$ cat src/rtl/pcie3_cfg_mesg_rcvd_assembler_if.sv
// rtl/pcie3_cfg_mesg_rcvd_assembler_if.sv - cfg message-received input and record output bundle
interface pcie3_cfg_mesg_rcvd_assembler_if #(
    parameter int C_RECEIVED_TYPE_WIDTH = 5,
    parameter int C_RECEIVED_DATA_WIDTH = 8,
    parameter int C_MAX_UNITS           = 8,
    parameter int C_LEN_WIDTH           = 5
);
    logic                                         s_received;
    logic [C_RECEIVED_TYPE_WIDTH-1:0]             s_received_type;
    logic [C_RECEIVED_DATA_WIDTH-1:0]             s_received_data;
    logic                                         m_valid;
    logic                                         m_ready;
    logic [C_RECEIVED_TYPE_WIDTH-1:0]             m_type;
    logic [C_MAX_UNITS*C_RECEIVED_DATA_WIDTH-1:0] m_data;
    logic [C_LEN_WIDTH-1:0]                       m_len;
    logic                                         m_trunc;
    logic                                         m_type_err;
    logic [15:0]                                  drop_cnt;

    // Assembler side: consumes the received strobe, produces records
    modport slave (
        input  s_received, s_received_type, s_received_data, m_ready,
        output m_valid, m_type, m_data, m_len, m_trunc, m_type_err, drop_cnt
    );

    // Environment side: drives the received strobe, consumes records
    modport master (
        output s_received, s_received_type, s_received_data, m_ready,
        input  m_valid, m_type, m_data, m_len, m_trunc, m_type_err, drop_cnt
    );
endinterface

$ cat src/rtl/pcie3_cfg_mesg_rcvd_assembler.sv
// rtl/pcie3_cfg_mesg_rcvd_assembler.sv - packs received cfg messages into records and queues them
module pcie3_cfg_mesg_rcvd_assembler #(
    parameter int C_RECEIVED_TYPE_WIDTH = 5,
    parameter int C_RECEIVED_DATA_WIDTH = 8,
    parameter int C_MAX_UNITS           = 8,
    parameter int C_FIFO_DEPTH          = 4,
    parameter int C_LEN_WIDTH           = 5
) (
    input logic                            aclk,
    input logic                            areset,
    pcie3_cfg_mesg_rcvd_assembler_if.slave bus
);
    localparam int TW = C_RECEIVED_TYPE_WIDTH;
    localparam int DW = C_RECEIVED_DATA_WIDTH;
    localparam int MW = C_MAX_UNITS * DW;
    localparam int LW = C_LEN_WIDTH;
    localparam int RW = TW + MW + LW + 2;
    localparam int PW = $clog2(C_FIFO_DEPTH);
    localparam int OW = PW + 1;
    localparam logic [LW-1:0] MAX_LEN  = LW'(C_MAX_UNITS);
    localparam logic [OW-1:0] FULL_OCC = OW'(C_FIFO_DEPTH);

    typedef enum logic [1:0] {IDLE, COLLECT, WAIT_LOW} state_t;

    state_t          state;
    state_t          state_nxt;
    logic            commit;

    logic [TW-1:0]   cap_type;
    logic [MW-1:0]   cap_data;
    logic [LW-1:0]   cap_len;
    logic            cap_trunc;
    logic            cap_err;

    logic [RW-1:0]   fifo_mem [C_FIFO_DEPTH];
    logic [PW-1:0]   wr_ptr;
    logic [PW-1:0]   rd_ptr;
    logic [OW-1:0]   occ;
    logic            push;
    logic            pop;
    logic            full;
    logic [RW-1:0]   head;
    logic [15:0]     drop_cnt;

    // State register; a run already in progress at reset is skipped via WAIT_LOW
    always_ff @(posedge aclk) begin
        if (areset) begin
            state <= bus.s_received ? WAIT_LOW : IDLE;
        end else begin
            state <= state_nxt;
        end
    end

    // Next-state logic; the first low cycle after a run is the commit cycle
    always_comb begin
        state_nxt = state;
        commit    = 1'b0;
        case (state)
            IDLE: begin
                if (bus.s_received) state_nxt = COLLECT;
            end
            COLLECT: begin
                if (!bus.s_received) begin
                    commit    = 1'b1;
                    state_nxt = IDLE;
                end
            end
            WAIT_LOW: begin
                if (!bus.s_received) state_nxt = IDLE;
            end
            default: state_nxt = IDLE;
        endcase
    end

    // Capture the running message: type, packed units, count and error flags
    always_ff @(posedge aclk) begin
        if (areset) begin
            cap_type  <= '0;
            cap_data  <= '0;
            cap_len   <= '0;
            cap_trunc <= 1'b0;
            cap_err   <= 1'b0;
        end else if (bus.s_received) begin
            if (state == IDLE) begin
                cap_type           <= bus.s_received_type;
                cap_data           <= '0;
                cap_data[DW-1:0]   <= bus.s_received_data;
                cap_len            <= LW'(1);
                cap_trunc          <= 1'b0;
                cap_err            <= 1'b0;
            end else if (state == COLLECT) begin
                if (cap_len < MAX_LEN) begin
                    cap_data[int'(cap_len)*DW +: DW] <= bus.s_received_data;
                    cap_len                          <= cap_len + LW'(1);
                end else begin
                    cap_trunc <= 1'b1;
                end
                if (bus.s_received_type != cap_type) cap_err <= 1'b1;
            end
        end
    end

    assign full = (occ == FULL_OCC);
    assign pop  = bus.m_valid && bus.m_ready;
    assign push = commit && (!full || pop);

    // Record FIFO pointers and occupancy
    always_ff @(posedge aclk) begin
        if (areset) begin
            wr_ptr <= '0;
            rd_ptr <= '0;
            occ    <= '0;
        end else begin
            if (push) wr_ptr <= wr_ptr + PW'(1);
            if (pop)  rd_ptr <= rd_ptr + PW'(1);
            case ({push, pop})
                2'b10:   occ <= occ + OW'(1);
                2'b01:   occ <= occ - OW'(1);
                default: occ <= occ;
            endcase
        end
    end

    // Record storage; contents need no reset because outputs are gated by m_valid
    always_ff @(posedge aclk) begin
        if (push) fifo_mem[wr_ptr] <= {cap_type, cap_data, cap_len, cap_trunc, cap_err};
    end

    // Saturating count of records lost to a full FIFO
    always_ff @(posedge aclk) begin
        if (areset) begin
            drop_cnt <= '0;
        end else if (commit && !push && drop_cnt != 16'hFFFF) begin
            drop_cnt <= drop_cnt + 16'd1;
        end
    end

    assign head           = fifo_mem[rd_ptr];
    assign bus.m_valid    = (occ != '0);
    assign bus.m_type     = bus.m_valid ? head[RW-1 -: TW]       : '0;
    assign bus.m_data     = bus.m_valid ? head[LW+2 +: MW]       : '0;
    assign bus.m_len      = bus.m_valid ? head[2 +: LW]          : '0;
    assign bus.m_trunc    = bus.m_valid ? head[1]                : 1'b0;
    assign bus.m_type_err = bus.m_valid ? head[0]                : 1'b0;
    assign bus.drop_cnt   = drop_cnt;
endmodule

$ cat src/flat_wrapper.sv
// flat-port wrapper written by rule: the top's interface ports become plain ports
module pcie3_cfg_mesg_rcvd_assembler_flat 
#(
    parameter int C_RECEIVED_TYPE_WIDTH = 5,
    parameter int C_RECEIVED_DATA_WIDTH = 8,
    parameter int C_MAX_UNITS           = 8,
    parameter int C_FIFO_DEPTH          = 4,
    parameter int C_LEN_WIDTH           = 5
)
  (aclk, areset, bus_s_received, bus_s_received_type, bus_s_received_data, bus_m_ready, bus_m_valid, bus_m_type, bus_m_data, bus_m_len, bus_m_trunc, bus_m_type_err, bus_drop_cnt);
  pcie3_cfg_mesg_rcvd_assembler_if #(.C_RECEIVED_TYPE_WIDTH(C_RECEIVED_TYPE_WIDTH), .C_RECEIVED_DATA_WIDTH(C_RECEIVED_DATA_WIDTH), .C_MAX_UNITS(C_MAX_UNITS), .C_LEN_WIDTH(C_LEN_WIDTH)) bus_i ();
  input logic aclk;
  input logic areset;
  input wire logic [$bits(bus_i.s_received)-1:0] bus_s_received;
  input wire logic [$bits(bus_i.s_received_type)-1:0] bus_s_received_type;
  input wire logic [$bits(bus_i.s_received_data)-1:0] bus_s_received_data;
  input wire logic [$bits(bus_i.m_ready)-1:0] bus_m_ready;
  output wire logic [$bits(bus_i.m_valid)-1:0] bus_m_valid;
  output wire logic [$bits(bus_i.m_type)-1:0] bus_m_type;
  output wire logic [$bits(bus_i.m_data)-1:0] bus_m_data;
  output wire logic [$bits(bus_i.m_len)-1:0] bus_m_len;
  output wire logic [$bits(bus_i.m_trunc)-1:0] bus_m_trunc;
  output wire logic [$bits(bus_i.m_type_err)-1:0] bus_m_type_err;
  output wire logic [$bits(bus_i.drop_cnt)-1:0] bus_drop_cnt;
  assign bus_i.s_received = bus_s_received;
  assign bus_i.s_received_type = bus_s_received_type;
  assign bus_i.s_received_data = bus_s_received_data;
  assign bus_i.m_ready = bus_m_ready;
  assign bus_m_valid = bus_i.m_valid;
  assign bus_m_type = bus_i.m_type;
  assign bus_m_data = bus_i.m_data;
  assign bus_m_len = bus_i.m_len;
  assign bus_m_trunc = bus_i.m_trunc;
  assign bus_m_type_err = bus_i.m_type_err;
  assign bus_drop_cnt = bus_i.drop_cnt;
  pcie3_cfg_mesg_rcvd_assembler #(.C_RECEIVED_TYPE_WIDTH(C_RECEIVED_TYPE_WIDTH), .C_RECEIVED_DATA_WIDTH(C_RECEIVED_DATA_WIDTH), .C_MAX_UNITS(C_MAX_UNITS), .C_FIFO_DEPTH(C_FIFO_DEPTH), .C_LEN_WIDTH(C_LEN_WIDTH)) u_core (.aclk(aclk), .areset(areset), .bus(bus_i));
endmodule
$ cat config.mk
export PLATFORM = sky130hd
export DESIGN_NAME = pcie3_cfg_mesg_rcvd_assembler_flat
export DESIGN_NICKNAME = d
export VERILOG_FILES = /design/src/rtl/pcie3_cfg_mesg_rcvd_assembler_if.sv /design/src/rtl/pcie3_cfg_mesg_rcvd_assembler.sv /design/src/flat_wrapper.sv
export SDC_FILE = /design/constraint.sdc
export NUM_CORES = 1
export LEC_CHECK = 0
export BUFFER_PORTS_ARGS = -buffer_cell sky130_fd_sc_hd__buf_2
export CORE_ASPECT_RATIO = 1.4
export CORE_UTILIZATION = 65
export CTS_BUF_LIST = sky130_fd_sc_hd__clkbuf_2 sky130_fd_sc_hd__clkbuf_4 sky130_fd_sc_hd__clkbuf_8
export DETAILED_ROUTE_END_ITERATION = 10
export GPL_ROUTABILITY_DRIVEN = 0
export GPL_TIMING_DRIVEN = 0
export PLACE_DENSITY = 0.9
export SYNTH_ARGS = -nofsm -noshare
export SYNTH_HDL_FRONTEND = slang
export SYNTH_SLANG_ARGS = --single-unit
$ cat constraint.sdc
create_clock -name aclk -period 6.5 [get_ports aclk]
set_input_delay 0.65 -clock aclk [delete_from_list [all_inputs] [get_ports aclk]]
set_output_delay 0.65 -clock aclk [all_outputs]
set_load 0.02 [all_outputs]
==> metrics, run 1 <==
status=completed; commonest non-fill, non-tap cells in the layout=306 x edfxtp_1, 114 x buf_2, 101 x dfxtp_1, 79 x and2_1, 76 x mux4_2; Post-CTS Hold Buffers=0; first-pass GRT wire length=52300 µm; most used cell, CP=buf_1; ys async rst share=0; vias in the first global route=9392; CTS tree=done; utilization after layout=0.759; number of I/O port buffers=100; P_leak=6.28 nW; Final Slew Violations=0; CP Max Fanout=10; worst path cell trace=buf_1 -> buf_1 -> mux4_2 -> and2_1 -> buf_2; fin cells=1472; Mapped Area=16100 µm²; Syn Inst Count=954; unique cell type count in the Yosys netlist=65; Tmin final=3690 ps; die width=135 µm; Mean Syn Cell Area=16.8 µm²; via count=9401; CTS H-tree depth=2; Inst Count DP=1368; IO Pins=110; final WL=33900 µm; Slowest Stage Delay on Critical Path=640 ps; P&R area growth vs syn=14.1%; Critical-path top delay cell=buf_1; largest net degree at the start of global routing=46; Req. time, crit path=5850 ps; Hold Crit Depth=3; CTS buffer count=55; DR WL/cell=23.0 µm; die height=188 µm; CP Class=flop to output port; GRT Total Usage=0.278; Core Rows=67; post-synthesis sequential area ratio=0.698; DRT Pass-1 Iters=6; initial antenna violation count=0; Hold/Removal Path Class=primary input to flop; Yosys reg bits=407; clk_skew=21.4 ps; Iter 0 DRT Violations=889; Max Freq=271 MHz; crit share post-route=0.567; RSZ-0062 raised after global routing=no; nets=1143; final setup TNS=0 ps; yosys warns=0; n_diodes=0; P per Cell Area=386 nW/µm²; Initial Util=0.665; maximum root-to-sink buffer count=3; vias per cell=6.39; latest clock arrival within the worst-skew pair=590 ps; placeable core area=24100 µm²; syn nets=982; most common cell after layout, fill and taps aside=edfxtp_1; post_cts resized=0; slew of the pin with the lowest slew margin=904 ps; peak supply drop=0.243 mV; crit start category=flop; crit path DAT=3040 ps; final hold viol count=0; number of flops mapped to enable cells by yosys=306; CP endpoint kind=output port; GRT overflow=0; die area=25400 µm²; R2R depth=10; Clock transition at path regs=70 ps; postcts setup bufs=0; dpl hpwl=20900 µm; clock sink count=407; Clk Tree Root Cell=clkbuf_8; max-cap violations=0; residual DRC count=0; antenna viol nets, final=0; Rel. slew slack=0.397; Finish-stage setup viols=0; top_reg_cell synth=edfxtp_1; share of layout cells above drive strength 1=0.277
## stage by stage
stage	power, mW	hold WS, ps	cell area [µm²]	setup WS [ps]
after floorplan	4.37	455	16100	2990
after global placement	4.93	466	17000	1600
after detailed placement	4.98	485	17100	3230
after CTS	7.10	323	18300	2840
after global routing	7.35	342	18300	2780
final	7.07	338	18300	2810
## synthesized netlist by cell type, drive strengths merged, types with 4 or more instances
master,count,area [µm²]
clkbuf,29,109
mux2i,10,100
mux4,76,1710
buf,27,134
o22ai,8,50.1
ha,10,125
xnor2,5,43.8
a32o,16,160
a211oi,9,72.6
nor2b,12,75.1
nor2,24,90.1
o31ai,4,30.0
or4,5,37.5
and2,83,519
nor3,10,55.1
nand4,4,25.0
nand2,31,124
edfxtp,306,9190
xor2,6,52.6
and3,4,25.0
o21a,5,37.5
mux2,10,113
a21oi,18,93.8
nand2b,23,144
inv,23,86.3
nor4,5,76.3
o21ai,6,30.0
nand3,9,45.0
dfxtp,101,2020
a22o,32,280
o211ai,4,30.0
## sequential cells by signal, indices dropped and copies added (netlist names), named ones only
name	flops
u_core.cap_err	1
u_core.cap_data	64
u_core.cap_len	5
u_core.cap_trunc	1
u_core.cap_type	5
u_core.fifo_mem	304
u_core.occ	3
u_core.bus.drop_cnt	16
u_core.wr_ptr	2
u_core.state	2
u_core.rd_ptr	2
## report_power, final
part	internal [mW]	switching, mW	leakage (nW)	total, mW
Combinational	0.772	1.19	2.14	1.96
Clock	1.20	0.941	0.656	2.14
Sequential	2.90	0.0675	3.48	2.97
Total	4.87	2.20	6.28	7.07
## routing by layer
layer  global-route usage  part of all wire
met2                0.480              0.52
met3               0.0416             0.072
met1                0.340              0.36
met5                    0                 0
met4                0.139             0.045
## path summary, 6_finish.rpt
| kind | slack, ps | end | from |
|---|---|---|---|
| max | 2810 | bus_m_data[56] | flop |
| min | 340 | u_core.cap_type[1]$_SDFFE_PP0P_ | bus_s_received_type[1] |
| max reg2reg | 3100 | u_core.cap_data[25]$_SDFFE_PP0P_ | u_core.cap_len[0]$_SDFFE_PP0P_ |
| min reg2reg | 490 | u_core.bus.drop_cnt[6]$_SDFFE_PP0P_ | u_core.bus.drop_cnt[6]$_SDFFE_PP0P_ |
## worst max-delay path, delay by kind of cell, from the launching register on
family / cells / cell delay, ps
DFF: 1 / 430
buffers and inverters: 3 / 1390
muxes: 1 / 420
and+or+nand+nor: 1 / 210
## layout make-up
type | instances | area, µm²
plain buffers | 56 | 243
clock inverters | 24 | 256
repair buffers | 104 | 611
well taps | 310 | 388
flip-flops and latches | 407 | 11200
multi-input cells | 468 | 4540
fillers | 1290 | 5810
clock buffers | 80 | 1000
inverters | 23 | 86.3
## kinds of logic (layout without fill, tap and decap cells)
group	Yosys count	in the layout	synth area share
xor+xnor	11	11	0.00600
simple gates	230	230	0.0870
compound gates	120	120	0.0599
mux	96	96	0.120
flops	407	407	0.698
buf+inv	79	287	0.0205
fa+ha+maj	11	11	0.00903
Note: power is estimated with default switching activity, not from simulation.
==> run 2, diff against run 1 <==
CORE_UTILIZATION = 56   (was 65)
PLACE_DENSITY = 0.83   (was 0.9)
clock period = 3.2 ns   (was 6.5 ns; I/O delays follow)
==> run 2 against run 1 <==
Compared with the run above: non-clock buffer count up 10; sequential power up 100%; clock skew up 1.5 ps; final area up 0.71%; sequential cell count unchanged; cell count up 5.0%; sequential share of layout area down 0.42 points; critical endpoint is now bus_m_data[50].
==> metrics, run 2 (synthesis results as in run 1) <==
most common cell after layout, fill and taps aside=edfxtp_1; die area=29400 µm² (+16%); share of layout cells above drive strength 1=0.289 (+0.0118); Slowest Stage Delay on Critical Path=580 ps (-60 ps); Finish-stage setup viols=0 (unchanged); internal power=9.71 mW (+99%); latest clock arrival within the worst-skew pair=600 ps (about the same); fin area=18500 µm² (+0.71%); Tot Pwr=14.1 mW (+100%); Iter 0 DRT Violations=779 (-12%); utilization after layout=0.652 (-0.107); worst path cell trace=clkbuf_1 -> buf_2 -> clkbuf_4 -> mux4_2 -> and2_1 -> buf_2; status=completed; Clock transition at path regs=60 ps (about the same); slew of the pin with the lowest slew margin=970 ps (+65.8 ps); setup ws final=199 ps (-2620 ps); power share of the clock group=0.286 (-0.017); GRT Total Usage=0.234 (-0.0435); CTS tree=done; DRT Pass-1 Iters=6 (unchanged); final WL=33700 µm (-0.79%); Max Freq=333 MHz; final setup TNS=0 ps (unchanged); Core Rows=73 (+9.0%); switching power total=4.41 mW (+100%); crit start category=flop; power share of the sequential group=0.427 (+0.007); final hold viol count=0 (unchanged); maximum root-to-sink buffer count=3 (unchanged); P&R area growth vs syn=14.9%; Inst Count DP=1433 (+4.8%); max-cap violations=0 (unchanged); n_diodes=0 (unchanged); max reg flops=304 (unchanged); Switching Share=0.312 (+0.00181); first-pass GRT wire length=52100 µm (-0.40%); Clk Tree Root Cell=clkbuf_8; Gate power share=0.286 (+0.009); largest registers=u_core.fifo_mem: 304 flops, u_core.cap_data: 64 flops, u_core.bus.drop_cnt: 16 flops; Hold/Removal Path Class=primary input to flop; residual DRC count=0 (unchanged); worst path bufs/invs=4 (+1); placeable core area=28300 µm² (+17%); Critical-path top delay cell=mux4_2; commonest non-fill, non-tap cells in the layout=306 x edfxtp_1, 111 x buf_2, 100 x dfxtp_1, 79 x and2_1, 76 x mux4_2; IO Pins=110 (unchanged); CP Max Fanout=10 (unchanged); crit share post-route=0.938; antenna viol nets, final=0 (unchanged); die width=145 µm (+7.6%); GRT overflow=0 (unchanged); CP endpoint kind=output port; vias per cell=5.90 (-7.6%); largest net degree at the start of global routing=45 (-2.2%); CTS H-tree depth=2 (unchanged); fin cells=1545 (+5.0%); DR WL/cell=21.8 µm (-5.5%); register with the most flip-flops=u_core.fifo_mem; P_leak=6.35 nW (+1.1%); clock sink count=407 (unchanged); crit path DAT=2680 ps (-360 ps); peak supply drop=0.468 mV (+93%); CP Class=flop to output port; Rel. slew slack=0.353 (-0.0439); Final Slew Violations=0 (unchanged); number of I/O port buffers=100 (unchanged); Tmin final=3000 ps; die height=202 µm (+7.7%); dpl hpwl=21200 µm (+1.2%); vias in the first global route=9447 (+0.59%); RSZ-0062 raised after global routing=no; Hold WS=77.5 ps (-261 ps); Initial Util=0.567 (-0.0980); P per Cell Area=765 nW/µm² (+98%); Place WS=-197 ps (-3430 ps); area after detailed placement=17200 µm² (+0.48%); via count=9117 (-3.0%); nets=1153 (+0.87%); most used cell, CP=buf_2; CTS buffer count=55 (unchanged); initial antenna violation count=0 (unchanged); Req. time, crit path=2880 ps (-2970 ps); clk_skew=22.9 ps (+1.54 ps); Crit path max-delay family=buffers and inverters
==> run 2: cell count changes in the layout (fill, tap and decap cells not counted), sizes merged <==
| cell | delta |
|---|---|
| bufinv | -4 |
| clkbuf | +14 |
| clkinv | -4 |
| clkinvlp | -1 |
| dlygate4sd3 | +5 |
| inv | -2 |
==> run 2: layout make-up <==
class,instances,area [µm²]
multi-input combinational,468,4560
clock inverter,13,88.8
fill,1915,9850
buffer,56,260
tap,375,469
timing repair buffer,114,711
sequential,407,11200
inverter,23,86.3
clock buffer,89,1070
==> run 2: worst paths after layout <==
| path | start | end | slack, ps | cells after the start |
|---|---|---|---|---|
| worst max register to register | u_core.cap_len[0]$_SDFFE_PP0P_ | u_core.cap_data[63]$_SDFFE_PP0P_ | 220 | 10 |
| worst min register to register | u_core.bus.drop_cnt[6]$_SDFFE_PP0P_ | u_core.bus.drop_cnt[6]$_SDFFE_PP0P_ | 490 | 2 |
| worst max-delay path | flop | bus_m_data[50] | 200 | 6 |
| worst min-delay path | bus_s_received | u_core.state[1]$_SDFFCE_PN0P_ | 80 | 2 |
==> run 2: routing by layer <==
metal	vias to the layer above	share of wire	GRT usage
met1	4619	0.38	0.275
met5	-	0	0
li1	4067	-	-
met2	351	0.53	0.419
met4	0	0.034	0.111
met3	80	0.055	0.0397
==> run 2: repair_timing <==
action / 4_1_cts / 5_1_grt
hold buffers: 5 / 0
endpoints found under the setup margin: 37 / 84
hold endpoints to repair: 5 / 0
pin swaps: 1 / 1
setup buffers: 2 / 3
resized for setup: 5 / 14
==> run 2: power groups by stage <==
stage	sequential, mW	clock [mW]	combinational (mW)
floorplan	6.10	0	2.77
finish	6.03	4.04	4.04
global placement	6.13	0	3.97
CTS	6.03	4.09	4.08
global route	6.05	4.31	4.35
detailed placement	6.14	0	4.06
==> run 2: worst register-to-register path: stages (launching register included) <==
cell     delay [ps]
dfxtp_2         380
buf_2           230
inv_1           100
ha_1            180
buf_2           220
nand2_1          80
ha_1            330
or4bb_1         510
or2_2           340
nor3_4          340
a22o_1          210
==> run 3, diff against run 2 <==
BUFFER_PORTS_ARGS = -buffer_cell sky130_fd_sc_hd__buf_4   (was -buffer_cell sky130_fd_sc_hd__buf_2)
TNS_END_PERCENT = 30   (was default)
==> run 3 against run 2 <==
Compared with the run above: total power increased by 3.5%; wire length decreased by 2.6%; cell count decreased by 0.13%; sequential power about the same; clock-buffer cell count decreased by 11; global-route usage decreased by 0.62 points; critical path depth increased by 4; sequential share of layout area decreased by 0.93 points; register-to-register slack got worse by 80 ps; clock skew increased by 2.8 ps; critical endpoint is now u_core.cap_data[63]$_SDFFE_PP0P_.
==> metrics, run 3 (synthesis results as in run 1) <==
crit path DAT=3520 ps (+840 ps); crit start category=flop; initial antenna violation count=0 (unchanged); largest registers=u_core.fifo_mem: 304 flops, u_core.cap_data: 64 flops, u_core.bus.drop_cnt: 16 flops; slew of the pin with the lowest slew margin=935 ps (-34.7 ps); Final Slew Violations=0 (unchanged); final WL=32800 µm (-2.6%); share of layout cells above drive strength 1=0.285 (-0.00379); Tmin final=3060 ps (+60.3 ps); peak supply drop=0.392 mV (-16%); Rel. slew slack=0.376 (+0.0231); utilization after layout=0.662 (+0.0102); die width=145 µm (unchanged); max reg flops=304 (unchanged); maximum root-to-sink buffer count=3 (unchanged); met3 wire len=1990 µm (+7.3%); CTS tree=done; dpl hpwl=20900 µm (-1.3%); power share of the sequential group=0.412 (-0.015); status=completed; most used cell, CP=ha_1; CP Max Fanout=10 (unchanged); CP Class=flop to flop; RSZ-0062 raised after global routing=yes; routed length on met2=17400 µm (-3.3%); internal power=10.2 mW (+4.9%); IO Pins=110 (unchanged); commonest non-fill, non-tap cells in the layout=306 x edfxtp_1, 103 x buf_4, 100 x dfxtp_1, 79 x and2_1, 76 x mux4_2; clock sink count=407 (unchanged); Iter 0 DRT Violations=772 (-0.90%); clk_skew=25.7 ps (+2.81 ps); Fillers=1910 (-0.26%); Clock transition at path regs=60 ps (about the same); P&R area growth vs syn=16.7%; die height=202 µm (unchanged); placeable core area=28300 µm² (unchanged); Critical-path top delay cell=or4bb_1; power share of the clock group=0.288 (+0.002); DR WL/cell=21.2 µm (-2.5%); Max Freq=327 MHz (-2.0%); latest clock arrival within the worst-skew pair=590 ps (about the same); max-cap violations=0 (unchanged); CTS H-tree depth=2 (unchanged); register with the most flip-flops=u_core.fifo_mem; die area=29400 µm² (unchanged); most common cell after layout, fill and taps aside=edfxtp_1; GRT overflow=0 (unchanged); M1 wire length=12200 µm (-3.9%); fin cells=1543 (-0.13%); Inst Count DP=1433 (unchanged); DRT Pass-1 Iters=5 (-1); Slowest Stage Delay on Critical Path=500 ps (-80 ps); R2R depth=10 (unchanged); Core Rows=73 (unchanged); Finish-stage setup viols=0 (unchanged); worst path bufs/invs=3 (-1); first-pass GRT wire length=50700 µm (-2.7%); n_diodes=0 (unchanged); via count=9015 (-1.1%); final hold viol count=0 (unchanged); Gate power share=0.299 (+0.013); reg2reg end=u_core.cap_data[63]$_SDFFE_PP0P_; antenna viol nets, final=0 (unchanged); Clk Tree Root Cell=clkbuf_8; CP endpoint kind=flop; worst hold endpoint=u_core.state[1]$_SDFFCE_PN0P_; P_leak=6.37 nW (+0.29%); GRT Total Usage=0.228 (-0.00619); CTS buffer count=54 (-1.8%); largest net degree at the start of global routing=53 (+18%); Hold Crit Depth=2 (unchanged); vias per cell=5.84 (-0.99%); vias in the first global route=9188 (-2.7%); number of I/O port buffers=100 (unchanged); P per Cell Area=779 nW/µm² (+1.9%); Max Used Layer=met4; Switching Share=0.303 (-0.00918); Hold/Removal Path Class=primary input to flop; switching power total=4.43 mW (+0.44%); worst path cell trace=clkbuf_1 -> inv_1 -> ha_1 -> buf_2 -> nand2_1 -> ha_1 -> or4bb_1 -> o21bai_1 -> o211ai_1 -> a22o_1; Crit path max-delay family=compound AO/OA/AOI/OAI gates; residual DRC count=0 (unchanged); Worst Hold Launch=bus_s_received; crit share post-route=0.957 (+0.0189); Initial Util=0.567 (unchanged); nets=1151 (-0.17%); Req. time, crit path=3660 ps (+780 ps); R2R setup slack=140 ps (-80 ps); reg2reg start=u_core.cap_len[1]$_SDFFE_PP0P_
## run 3: changes by cell type in the layout (fill, tap and decap cells not counted), moves of 3 or more
| cell | previous run | this run |
|---|---|---|
| buf_2 | 111 | 11 |
| buf_4 | 4 | 103 |
| clkbuf_4 | 28 | 21 |
| bufinv_16 | 1 | 5 |
| clkbuf_2 | 5 | 2 |
| clkbuf_8 | 65 | 62 |
| clkinv_2 | 8 | 11 |
## run 3: area by class of cell
type / instances / area, µm² / share of cell area
Sequential cell: 407 / 11200 / 0.598
Clock inverter: 23 / 243 / 0.0129
Timing Repair Buffer: 113 / 953 / 0.0509
Tap cell: 375 / 469 / 0.0250
Clock buffer: 78 / 973 / 0.0519
Inverter: 23 / 86.3 / 0.00460
Multi-Input combinational cell: 468 / 4550 / 0.243
Buffer: 56 / 260 / 0.0139
## run 3: through the flow
stage	hold WS [ps]	total power, mW	worst slack (ps)	TNS [ps]	instance area (µm²)
after global routing	129	15.2	-67.0	-414	18700
after floorplan	455	8.87	-99.9	-15190	16100
after CTS	98.0	14.7	27.9	0	18700
after global placement	469	10.4	-1660	-275570	17300
final	131	14.6	139	0	18700
after detailed placement	488	10.5	-82.9	-602	17400
## run 3: power groups by stage
stage	clock (mW)	sequential [mW]	combinational [mW]
after floorplan	0	6.10	2.77
after detailed placement	0	6.14	4.41
after global routing	4.47	6.05	4.68
final	4.21	6.02	4.37
after CTS	4.26	6.02	4.42
after global placement	0	6.14	4.31
## run 3: metal layers
layer,up-vias,global-route usage
li1,4062,-
met1,4539,0.276
met2,336,0.402
met3,78,0.0375
met4,0,0.103
met5,-,0
## run 3: worst reg2reg max path: stages, from the launching register on
cell and delay [ps]:
dfxtp_1 460, clkbuf_1 350, inv_1 80, ha_1 210
buf_2 180, nand2_1 80, ha_1 170, or4bb_1 500
o21bai_1 210, o211ai_1 320, a22o_1 370
## run 3: how the worst max path moves through the flow
stage / startpoint / to / slack [ps] / cells after the start
global placement: u_core.state[1]$_SDFFCE_PN0P_ / u_core.fifo_mem[0][50]$_DFFE_PP_ / -1660 / 5
floorplan: u_core.state[1]$_SDFFCE_PN0P_ / u_core.fifo_mem[2][0]$_DFFE_PP_ / -100 / 5
CTS: u_core.cap_len[0]$_SDFFE_PP0P_ / u_core.cap_data[41]$_SDFFE_PP0P_ / 30 / 10
finish: u_core.cap_len[1]$_SDFFE_PP0P_ / u_core.cap_data[63]$_SDFFE_PP0P_ / 140 / 10
global route: u_core.cap_len[1]$_SDFFE_PP0P_ / u_core.cap_data[63]$_SDFFE_PP0P_ / -70 / 10
detailed placement: u_core.cap_len[0]$_SDFFE_PP0P_ / u_core.cap_data[27]$_SDFFE_PP0P_ / -80 / 10
## run 3: timing repair
action	4_1_cts	5_1_grt
hold buffers	5	0
setup endpoints to repair	52	79
pin swaps	0	1
resized for setup	7	7
hold endpoints to repair	5	0
setup buffers	0	4
